File: src/rtl/onehot_decoder_stream_pkg.sv
// rtl/onehot_decoder_stream_pkg.sv - shared mode encodings and reset constants
//
// Purpose: mode encodings for the decoder and the code whose one-hot pattern
//          the output register holds out of reset.
package onehot_decoder_stream_pkg;

    typedef enum logic [1:0] {
        MODE_ONEHOT    = 2'b00,
        MODE_THERM     = 2'b01,
        MODE_INVONEHOT = 2'b10,
        MODE_RSVD      = 2'b11
    } mode_e;

    // The output register resets to the one-hot pattern of this code.
    localparam int unsigned RESET_CODE = 0;

endpackage

File: src/rtl/onehot_decoder_stream_if.sv
// rtl/onehot_decoder_stream_if.sv - code-in / pattern-out handshake bundle
//
// Purpose: groups the input code stream and the output pattern stream.
// Signals: in_valid/in_ready/in_code/in_mode   code stream (producer -> block)
//          out_valid/out_ready/out_data        pattern stream (block -> consumer)
// Modports: master = producer/consumer side, slave = decoder block.
interface onehot_decoder_stream_if #(
    parameter int IN_W = 3
);
    localparam int OUT_W = 2 ** IN_W;

    logic             in_valid;
    logic             in_ready;
    logic [IN_W-1:0]  in_code;
    logic [1:0]       in_mode;
    logic             out_valid;
    logic             out_ready;
    logic [OUT_W-1:0] out_data;

    modport master (
        output in_valid, in_code, in_mode, out_ready,
        input  in_ready, out_valid, out_data
    );

    modport slave (
        input  in_valid, in_code, in_mode, out_ready,
        output in_ready, out_valid, out_data
    );

endinterface

File: src/rtl/onehot_decode_comb.sv
// rtl/onehot_decode_comb.sv - combinational code-to-pattern decoder
//
// Purpose: maps an IN_W-bit code to a 2**IN_W-bit pattern.
// Ports:   code    code to decode
//          mode    00 one-hot, 01 thermometer, 10 inverted one-hot, 11 reserved
//          pattern decoded pattern (reserved mode decodes as one-hot)
//          rsvd    high when mode is the reserved encoding
module onehot_decode_comb
    import onehot_decoder_stream_pkg::*;
#(
    parameter int IN_W = 3
) (
    input  logic [IN_W-1:0]      code,
    input  logic [1:0]           mode,
    output logic [2**IN_W-1:0]   pattern,
    output logic                 rsvd
);

    localparam int OUT_W = 2 ** IN_W;

    logic [OUT_W-1:0] onehot;
    logic [OUT_W-1:0] therm;

    always_comb begin
        onehot = OUT_W'(1) << code;
        // Bits 0..k set: (1 << (k+1)) - 1. For the top code the shift drops
        // out of the OUT_W-bit vector and the subtraction wraps to all ones.
        therm  = (onehot << 1) - OUT_W'(1);
        rsvd   = 1'b0;
        case (mode_e'(mode))
            MODE_ONEHOT:    pattern = onehot;
            MODE_THERM:     pattern = therm;
            MODE_INVONEHOT: pattern = ~onehot;
            default: begin
                pattern = onehot;
                rsvd    = 1'b1;
            end
        endcase
    end

endmodule

File: src/rtl/onehot_decoder_stream.sv
// rtl/onehot_decoder_stream.sv - streaming one-hot/thermometer decoder with transfer counter
//
// Purpose: decodes accepted codes into a one-entry output register with a
//          valid/ready handshake, and counts accepted transfers.
// Ports:   clk, rst_n  clock, asynchronous active-low reset
//          bus         slave side of the code/pattern handshake bundle
//          cnt_clr     synchronous clear of cnt, ovf and err
//          cnt         accepted-transfer counter
//          ovf         sticky counter wrap/saturation flag
//          err         sticky reserved-mode flag
module onehot_decoder_stream
    import onehot_decoder_stream_pkg::*;
#(
    parameter int IN_W     = 3,
    parameter int CNT_W    = 8,
    parameter int CNT_INIT = 1,
    parameter bit CNT_SAT  = 1'b0
) (
    input  logic                  clk,
    input  logic                  rst_n,
    onehot_decoder_stream_if.slave bus,
    input  logic                  cnt_clr,
    output logic [CNT_W-1:0]      cnt,
    output logic                  ovf,
    output logic                  err
);

    localparam int OUT_W = 2 ** IN_W;
    localparam logic [OUT_W-1:0] RST_PATTERN = OUT_W'(1) << RESET_CODE;
    localparam logic [CNT_W-1:0] CNT_INIT_V  = CNT_W'(CNT_INIT);

    logic             out_valid_q, out_valid_d;
    logic [OUT_W-1:0] out_data_q,  out_data_d;
    logic [CNT_W-1:0] cnt_q,       cnt_d;
    logic             ovf_q,       ovf_d;
    logic             err_q,       err_d;

    logic             in_ready;
    logic             accept;
    logic [OUT_W-1:0] dec_pattern;
    logic             dec_rsvd;
    logic [CNT_W:0]   cnt_inc;

    onehot_decode_comb #(
        .IN_W (IN_W)
    ) u_decode (
        .code    (bus.in_code),
        .mode    (bus.in_mode),
        .pattern (dec_pattern),
        .rsvd    (dec_rsvd)
    );

    // The register frees up when empty or when its content leaves this cycle;
    // in_valid is deliberately not part of this term.
    assign in_ready = !out_valid_q || bus.out_ready;
    assign accept   = bus.in_valid && in_ready;

    always_comb begin
        out_valid_d = out_valid_q;
        out_data_d  = out_data_q;
        if (accept) begin
            out_valid_d = 1'b1;
            out_data_d  = dec_pattern;
        end else if (bus.out_ready) begin
            // Drained with nothing new: data holds its last value.
            out_valid_d = 1'b0;
        end
    end

    always_comb begin
        cnt_inc = {1'b0, cnt_q} + (CNT_W + 1)'(1);
        cnt_d   = cnt_q;
        ovf_d   = ovf_q;
        err_d   = err_q;
        if (cnt_clr) begin
            // Clear wins over a same-cycle accept, including its err update.
            cnt_d = CNT_INIT_V;
            ovf_d = 1'b0;
            err_d = 1'b0;
        end else if (accept) begin
            err_d = err_q | dec_rsvd;
            if (cnt_inc[CNT_W]) begin
                ovf_d = 1'b1;
                cnt_d = CNT_SAT ? cnt_q : cnt_inc[CNT_W-1:0];
            end else begin
                cnt_d = cnt_inc[CNT_W-1:0];
            end
        end
    end

    always_ff @(posedge clk or negedge rst_n) begin
        if (!rst_n) begin
            out_valid_q <= 1'b0;
            out_data_q  <= RST_PATTERN;
            cnt_q       <= CNT_INIT_V;
            ovf_q       <= 1'b0;
            err_q       <= 1'b0;
        end else begin
            out_valid_q <= out_valid_d;
            out_data_q  <= out_data_d;
            cnt_q       <= cnt_d;
            ovf_q       <= ovf_d;
            err_q       <= err_d;
        end
    end

    assign bus.in_ready  = in_ready;
    assign bus.out_valid = out_valid_q;
    assign bus.out_data  = out_data_q;
    assign cnt           = cnt_q;
    assign ovf           = ovf_q;
    assign err           = err_q;

endmodule

File: src/flat_wrapper.sv
// flat-port wrapper written by rule: the top's interface ports become plain ports
module onehot_decoder_stream_flat import onehot_decoder_stream_pkg::*;
#(
    parameter int IN_W     = 3,
    parameter int CNT_W    = 8,
    parameter int CNT_INIT = 1,
    parameter bit CNT_SAT  = 1'b0
)
  (clk, rst_n, cnt_clr, cnt, ovf, err, bus_in_valid, bus_in_code, bus_in_mode, bus_out_ready, bus_in_ready, bus_out_valid, bus_out_data);
  onehot_decoder_stream_if #(.IN_W(IN_W)) bus_i ();
  input  logic clk;
  input  logic rst_n;
  input  logic cnt_clr;
  output logic [CNT_W-1:0] cnt;
  output logic ovf;
  output logic err;
  input wire logic [$bits(bus_i.in_valid)-1:0] bus_in_valid;
  input wire logic [$bits(bus_i.in_code)-1:0] bus_in_code;
  input wire logic [$bits(bus_i.in_mode)-1:0] bus_in_mode;
  input wire logic [$bits(bus_i.out_ready)-1:0] bus_out_ready;
  output wire logic [$bits(bus_i.in_ready)-1:0] bus_in_ready;
  output wire logic [$bits(bus_i.out_valid)-1:0] bus_out_valid;
  output wire logic [$bits(bus_i.out_data)-1:0] bus_out_data;
  assign bus_i.in_valid = bus_in_valid;
  assign bus_i.in_code = bus_in_code;
  assign bus_i.in_mode = bus_in_mode;
  assign bus_i.out_ready = bus_out_ready;
  assign bus_in_ready = bus_i.in_ready;
  assign bus_out_valid = bus_i.out_valid;
  assign bus_out_data = bus_i.out_data;
  onehot_decoder_stream #(.IN_W(IN_W), .CNT_W(CNT_W), .CNT_INIT(CNT_INIT), .CNT_SAT(CNT_SAT)) u_core (.clk(clk), .rst_n(rst_n), .bus(bus_i), .cnt_clr(cnt_clr), .cnt(cnt), .ovf(ovf), .err(err));
endmodule
File: config.mk
export PLATFORM = sky130hd
export DESIGN_NAME = onehot_decoder_stream_flat
export DESIGN_NICKNAME = d
export VERILOG_FILES = /design/src/rtl/onehot_decoder_stream_pkg.sv /design/src/rtl/onehot_decoder_stream_if.sv /design/src/rtl/onehot_decode_comb.sv /design/src/rtl/onehot_decoder_stream.sv /design/src/flat_wrapper.sv
export SDC_FILE = /design/constraint.sdc
export NUM_CORES = 1
export LEC_CHECK = 0
export BUFFER_PORTS_ARGS = -buffer_cell sky130_fd_sc_hd__buf_4
export CAP_MARGIN = 20
export CORE_AREA = 2 2 61 63
export DETAILED_ROUTE_END_ITERATION = 8
export DIE_AREA = 0 0 63 65
export GPL_TIMING_DRIVEN = 0
export HOLD_SLACK_MARGIN = 0.05
export SLEW_MARGIN = 10
export SYNTH_ARGS = -nofsm -noshare
export SYNTH_HDL_FRONTEND = slang
export SYNTH_HIERARCHICAL = 1
export SYNTH_SLANG_ARGS = --single-unit
File: constraint.sdc
create_clock -name clk -period 3.8 [get_ports clk]
set_input_delay 0.76 -clock clk [delete_from_list [all_inputs] [get_ports clk]]
set_output_delay 0.76 -clock clk [all_outputs]
set_load 0.005 [all_outputs]
==> results of run 1 <==
[cells in the final DEF, fill, tap and decap left out, types with 4 or more instances in the layout]
cell type / count
a21oi_1: 4
mux2_2: 7
xor2_1: 7
ha_1: 4
nor2_1: 11
dfrtp_1: 17
nand3_1: 6
buf_4: 29
buf_2: 4
[stage by stage]
stage	total power, mW	instance area [um^2]	hold slack (ns)	cells	utilization
6_report	0.452	1440	0.316	191	0.411
2_1_floorplan	0.302	1140	0.464	111	-
4_1_cts	0.460	1440	0.319	191	0.411
3_3_place_gp	0.356	1410	0.485	187	0.404
5_1_grt	0.488	1440	0.312	191	0.411
3_5_place_dp	0.361	1410	0.497	187	0.404
[cells by family (layout without fill, tap and decap cells)]
logic type,after synthesis,after routing
flip-flops,19,19
AO/OA/AOI/OAI,18,18
adder cells (fa/ha/maj),4,4
XOR/XNOR,7,7
multiplexers,9,9
buffers and inverters,10,42
AND/OR/NAND/NOR,44,44
[sequential cells by signal, indices dropped and copies added, names as in the netlist]
name,cells
u_core/cnt,8
u_core/ovf,1
u_core/bus.out_data,8
u_core/err,1
u_core/bus.out_valid,1
[layer usage]
layer	vias up	routed length, um	global-route usage
met2	24	1230	0.226
met1	457	1160	0.172
met4	0	23	0.0361
met5	-	0	0
li1	462	-	-
met3	4	100	0.0295
[worst reg2reg max path: cells and delay by family (launching register included)]
family / cells / cell delay, ns
AND/OR/NAND/NOR: 3 / 0.40
XOR/XNOR: 1 / 0.18
adder cells (fa/ha/maj): 1 / 0.23
flip-flops: 1 / 0.58
[worst min-delay path by stage]
stage | start | endpoint | slack, ns | cells past startpoint
floorplan | rst_n | u_core/bus.out_data[1] | 0.46 | 0
global placement | u_core/err | u_core/err | 0.48 | 2
detailed placement | u_core/bus.out_data[3] | u_core/bus.out_data[3] | 0.50 | 1
CTS | rst_n | u_core/cnt[7] | 0.32 | 1
global route | rst_n | u_core/cnt[5] | 0.31 | 1
finish | rst_n | u_core/cnt[5] | 0.32 | 1
[area by class of cell]
class | count | area share
inverter | 3 | 0.00783
buffer | 7 | 0.0296
clock buffer | 4 | 0.0183
timing repair buffer | 28 | 0.146
multi-input combinational | 82 | 0.424
sequential | 19 | 0.332
tap | 48 | 0.0418
[power by group]
group	internal [mW]	leakage [nW]	switching (mW)
Clock	0.0408	0.0150	0.0563
Sequential	0.224	0.247	0.0127
Combinational	0.0645	0.419	0.0540
Total	0.329	0.680	0.123
==> flow_summary.toml, run 1 <==
[outcome]
status = "finished clean"

[yosys]
synthTopCellsByArea = "dfrtp_1, mux2_2, xor2_1"
yosys_register_bits = 19
synth_compound_area_frac = 0.115
synthMostInstantiatedCell = "dfrtp_1"
synthMuxAreaShare = 0.0877
synth_area_mm2 = 0.00114
synth_top_family_by_area = "simple AND/OR/NAND/NOR gates"
ys_types = 45
synth_xor_area_frac = 0.0537
synthSimpleGateAreaFrac = 0.234
syn_area_per_cell_um2 = 10.3
synth_fa_ha_area_frac = 0.0439
syn_nets = 125
synth_commonest_cells = "dfrtp_1, nor2_1, mux2_2, xor2_1, nand3_1"
yosysSeqAreaShare = 0.419
async_reset_ff_frac = 1.00
synth_edf_count = 0
ys.flop_type = "dfrtp_1"
yosys_warnings = 6
synth_area_leader_cell = "dfrtp_1"
syn_inst = 111
netlist.area_leader.share = 0.373

[clocking]
cts_tree = "yes"
holdBufCountCts = 0
worstSkewPairLatency_ns = 0.29
clk_pin_slew_worst_paths_ns = 0.10
cts.path.max_buffers = 2
cts_buffers = 3
htreeDepth = 1
clock_sinks = 19
cts_setup_buffers = 0
cts_root_buf = "clkbuf_4"
postCtsResizedCells = 0

[global_route]
antenna_found_initial = 0
grt_pass1_vias = 975
grt_pass1_wl_um = 4430
grt_start_max_net_pins = 20
track_usage = 0.134
gr-total-overflow = 0

[worst_setup_path]
cpLargestDelayFamily = "simple AND/OR/NAND/NOR gates"
path_common_cell = "nor2_1"
crit_slowest_cell = "ha_1"
r2r_slack_ns = 2.28
cp.depth = 7
cp_max_fo = 8
reg2reg_depth = 5
critPathBufInv = 2
crit_start = "bus_in_mode[0]"
cp-start-kind = "input pin"
cp_slowest_stage_delay_ns = 0.39
timing.rr.end = "u_core/cnt[6]"
critPathRequiredTime_ns = 3.99
critPathCaptureType = "register"
crit_arrival_ns = 2.26
crit_chain = "buf_4 > inv_1 > ha_1 > nor2_1 > nor2_1 > o221a_2 > mux2_2"
path_class = "in -> reg"
endpoint = "u_core/bus.out_data[3]"
r2r-start = "u_core/cnt[0]"

[finish]
seqCellArea_um2 = 478
area_growth_pct = 26.0
nets = 158
fillCellCount = 365
drive_above_1_share = 0.378
antenna_cells = 0
multi_input_area_um2 = 609

[place]
hpwl_um = 1930
portBuffers = 28
routabilityCongestion = 0.798
pre_cts_slack_ns = 1.44

[flow_run]
maxCapViolCount = 0

[route]
ant_nets = 0
vias = 947
drt_pass1_iterations = 4
drc_errors = 0
via_per_inst = 4.96
drt_first_iter_violations = 38
wl_per_cell_um = 13.2
wl_um = 2520

[timing]
fin_ws_ns = 1.73
period_needed_ns = 2.07
final-max-slew-violation-count = 0
final_hold_viol_count = 0
finalCritPeriodShare = 0.545
relSlewSlack = 0.691
max_freq_mhz = 483
setup_violations = 0
fin_tns_setup_ns = 0
fin_skew_ns = 0.00894
rsz0062_at_grt = "no"
worst_pin_slew_ns = 0.463

[die]
die_w_um = 63
rows = 22
initial_core_util = 0.326
die_y_um = 65
die_area_mm2 = 0.00410
core-area_mm2 = 0.00350
io_pins = 30

[power]
max-vdd-ir-drop_v = 0.000129
p_leak_nw = 0.680
power_density_mw_per_mm2 = 315

[worst_hold_path]
hold_path.class = "in -> async"
(Power assumes the default switching activity.)
==> inputs of run 2 (changes only) <==
clock period = 1.72 ns   (was 3.8 ns; I/O delays follow)
==> run 2 against run 1 <==
Against the previous run: flip-flop and latch count unchanged; sequential power rose by 120%; utilization grew 0.36 points; cell count is 0.52% higher; critical endpoint is now u_core/bus.out_data[5]; highest routed layer unchanged.
==> flow_summary.toml, run 2 (synthesis gave the netlist of run 1 again) <==
[outcome]
status = "finished clean"

[power]
pwr-share-seq = 0.522
power_switching_mw = 0.272
comb_power_share = 0.264
internal-power_mw = 0.729
max-vdd-ir-drop_v = 0.000286
power_density_mw_per_mm2 = 691
p_leak_nw = 0.685
clockPowerShare = 0.214
swShare = 0.272

[clocking]
cts_buffers = 3
cts.path.max_buffers = 2
cts_tree = "yes"
clock_sinks = 19
htreeDepth = 1
cts_root_buf = "clkbuf_4"
clk_pin_slew_worst_paths_ns = 0.10
worstSkewPairLatency_ns = 0.29

[route]
drt_first_iter_violations = 42
drc_errors = 0
ant_nets = 0
drt_pass1_iterations = 4
wl_per_cell_um = 13.2
via_per_inst = 4.94
vias = 949
wl_um = 2530

[global_route]
grt_pass1_wl_um = 4440
grt_start_max_net_pins = 20
track_usage = 0.134
gr-total-overflow = 0
antenna_found_initial = 0
grt_pass1_vias = 978

[finish]
final_cells = 192
fillCellCount = 368
seqCellArea_um2 = 478
area_growth_pct = 27.1
final_cell_area_mm2 = 0.00145
drive_above_1_share = 0.382
antenna_cells = 0
nets = 159
multi_input_area_um2 = 612
layout_commonest_cell = "buf_4"
final_cell_mix = "buf_4, dfrtp_1, nor2_1"

[worst_setup_path]
cp-start-kind = "input pin"
critPathRequiredTime_ns = 1.89
crit_arrival_ns = 1.72
cp_max_fo = 8
critPathCaptureType = "register"
path_class = "in -> reg"
crit_slowest_cell = "ha_1"
crit_chain = "buf_4 > inv_1 > ha_1 > nor2_2 > o2bb2ai_1 > a32o_1 > mux2_1"
cp_slowest_stage_delay_ns = 0.40

[place]
dp.cells = 187
place_area_mm2 = 0.00141
pre_cts_slack_ns = -0.223
hpwl_um = 1930
portBuffers = 28
routabilityCongestion = 0.798

[timing]
fin_skew_ns = 0.00833
setup_violations = 0
final_hold_viol_count = 0
period_needed_ns = 1.54
fin_ws_ns = 0.178
worst_pin_slew_ns = 0.462
max_freq_mhz = 648
finalCritPeriodShare = 0.897
rsz0062_at_grt = "no"
relSlewSlack = 0.692
final-max-slew-violation-count = 0
hold-worst-slack_ns = 0.433

[flow_run]
maxCapViolCount = 0

[die]
initial_core_util = 0.326
rows = 22
die_y_um = 65
core-area_mm2 = 0.00350
io_pins = 30
die_w_um = 63
die_area_mm2 = 0.00410

[worst_hold_path]
hold_path.class = "in -> reg"
==> run 2: worst max-delay path, delay by kind of cell <==
kind | cells | cell delay, ns
compound gates | 2 | 0.31
fa+ha+maj | 1 | 0.40
buf+inv | 2 | 0.13
mux | 1 | 0.27
simple gates | 1 | 0.26
==> run 2: worst paths after layout <==
path,startpoint,cells past startpoint,slack [ns],end
worst max-delay path,bus_in_mode[0],7,0.18,u_core/bus.out_data[5]
max in group asynchronous,rst_n,2,1.00,u_core/cnt[0]
min in group asynchronous,rst_n,2,0.45,u_core/cnt[5]
worst max register to register,u_core/cnt[0],5,0.19,u_core/cnt[6]
worst min register to register,u_core/bus.out_data[3],1,0.51,u_core/bus.out_data[3]
worst min-delay path,bus_in_valid,3,0.43,u_core/bus.out_valid
==> run 2: power groups by stage <==
stage	clock, mW	combinational (mW)	sequential, mW
after detailed placement	0	0.265	0.532
after global routing	0.256	0.296	0.529
after floorplan	0	0.136	0.531
after global placement	0	0.255	0.530
after CTS	0.227	0.267	0.524
final	0.214	0.265	0.523
==> run 2: cell type report <==
cell class | count | area share
multi-input combinational | 82 | 0.422
sequential | 19 | 0.330
timing repair buffer | 29 | 0.152
tap | 48 | 0.0414
buffer | 7 | 0.0293
clock buffer | 4 | 0.0181
inverter | 3 | 0.00777
==> run 2: per-stage QoR <==
stage | setup TNS (ns) | utilization | total power, mW
floorplan | 0 | - | 0.667
global placement | -0.283 | 0.404 | 0.786
detailed placement | -0.522 | 0.404 | 0.797
CTS | 0 | 0.414 | 1.02
global route | 0 | 0.415 | 1.08
finish | 0 | 0.415 | 1.00
==> run 2: routing by layer <==
layer,vias up,GRT usage,share of wire
li1,464,-,-
met1,459,0.173,0.47
met2,22,0.226,0.49
met3,4,0.0295,0.036
met4,0,0.0361,0.0091
met5,-,0,0
==> run 2: what timing repair did <==
item                                   in CTS  in global routing
buffers inserted                            0                  0
setup endpoints to repair                   0                  1
endpoints found under the hold margin      17                  0
hold buffers                                1                  0
resized for setup                           0                  1
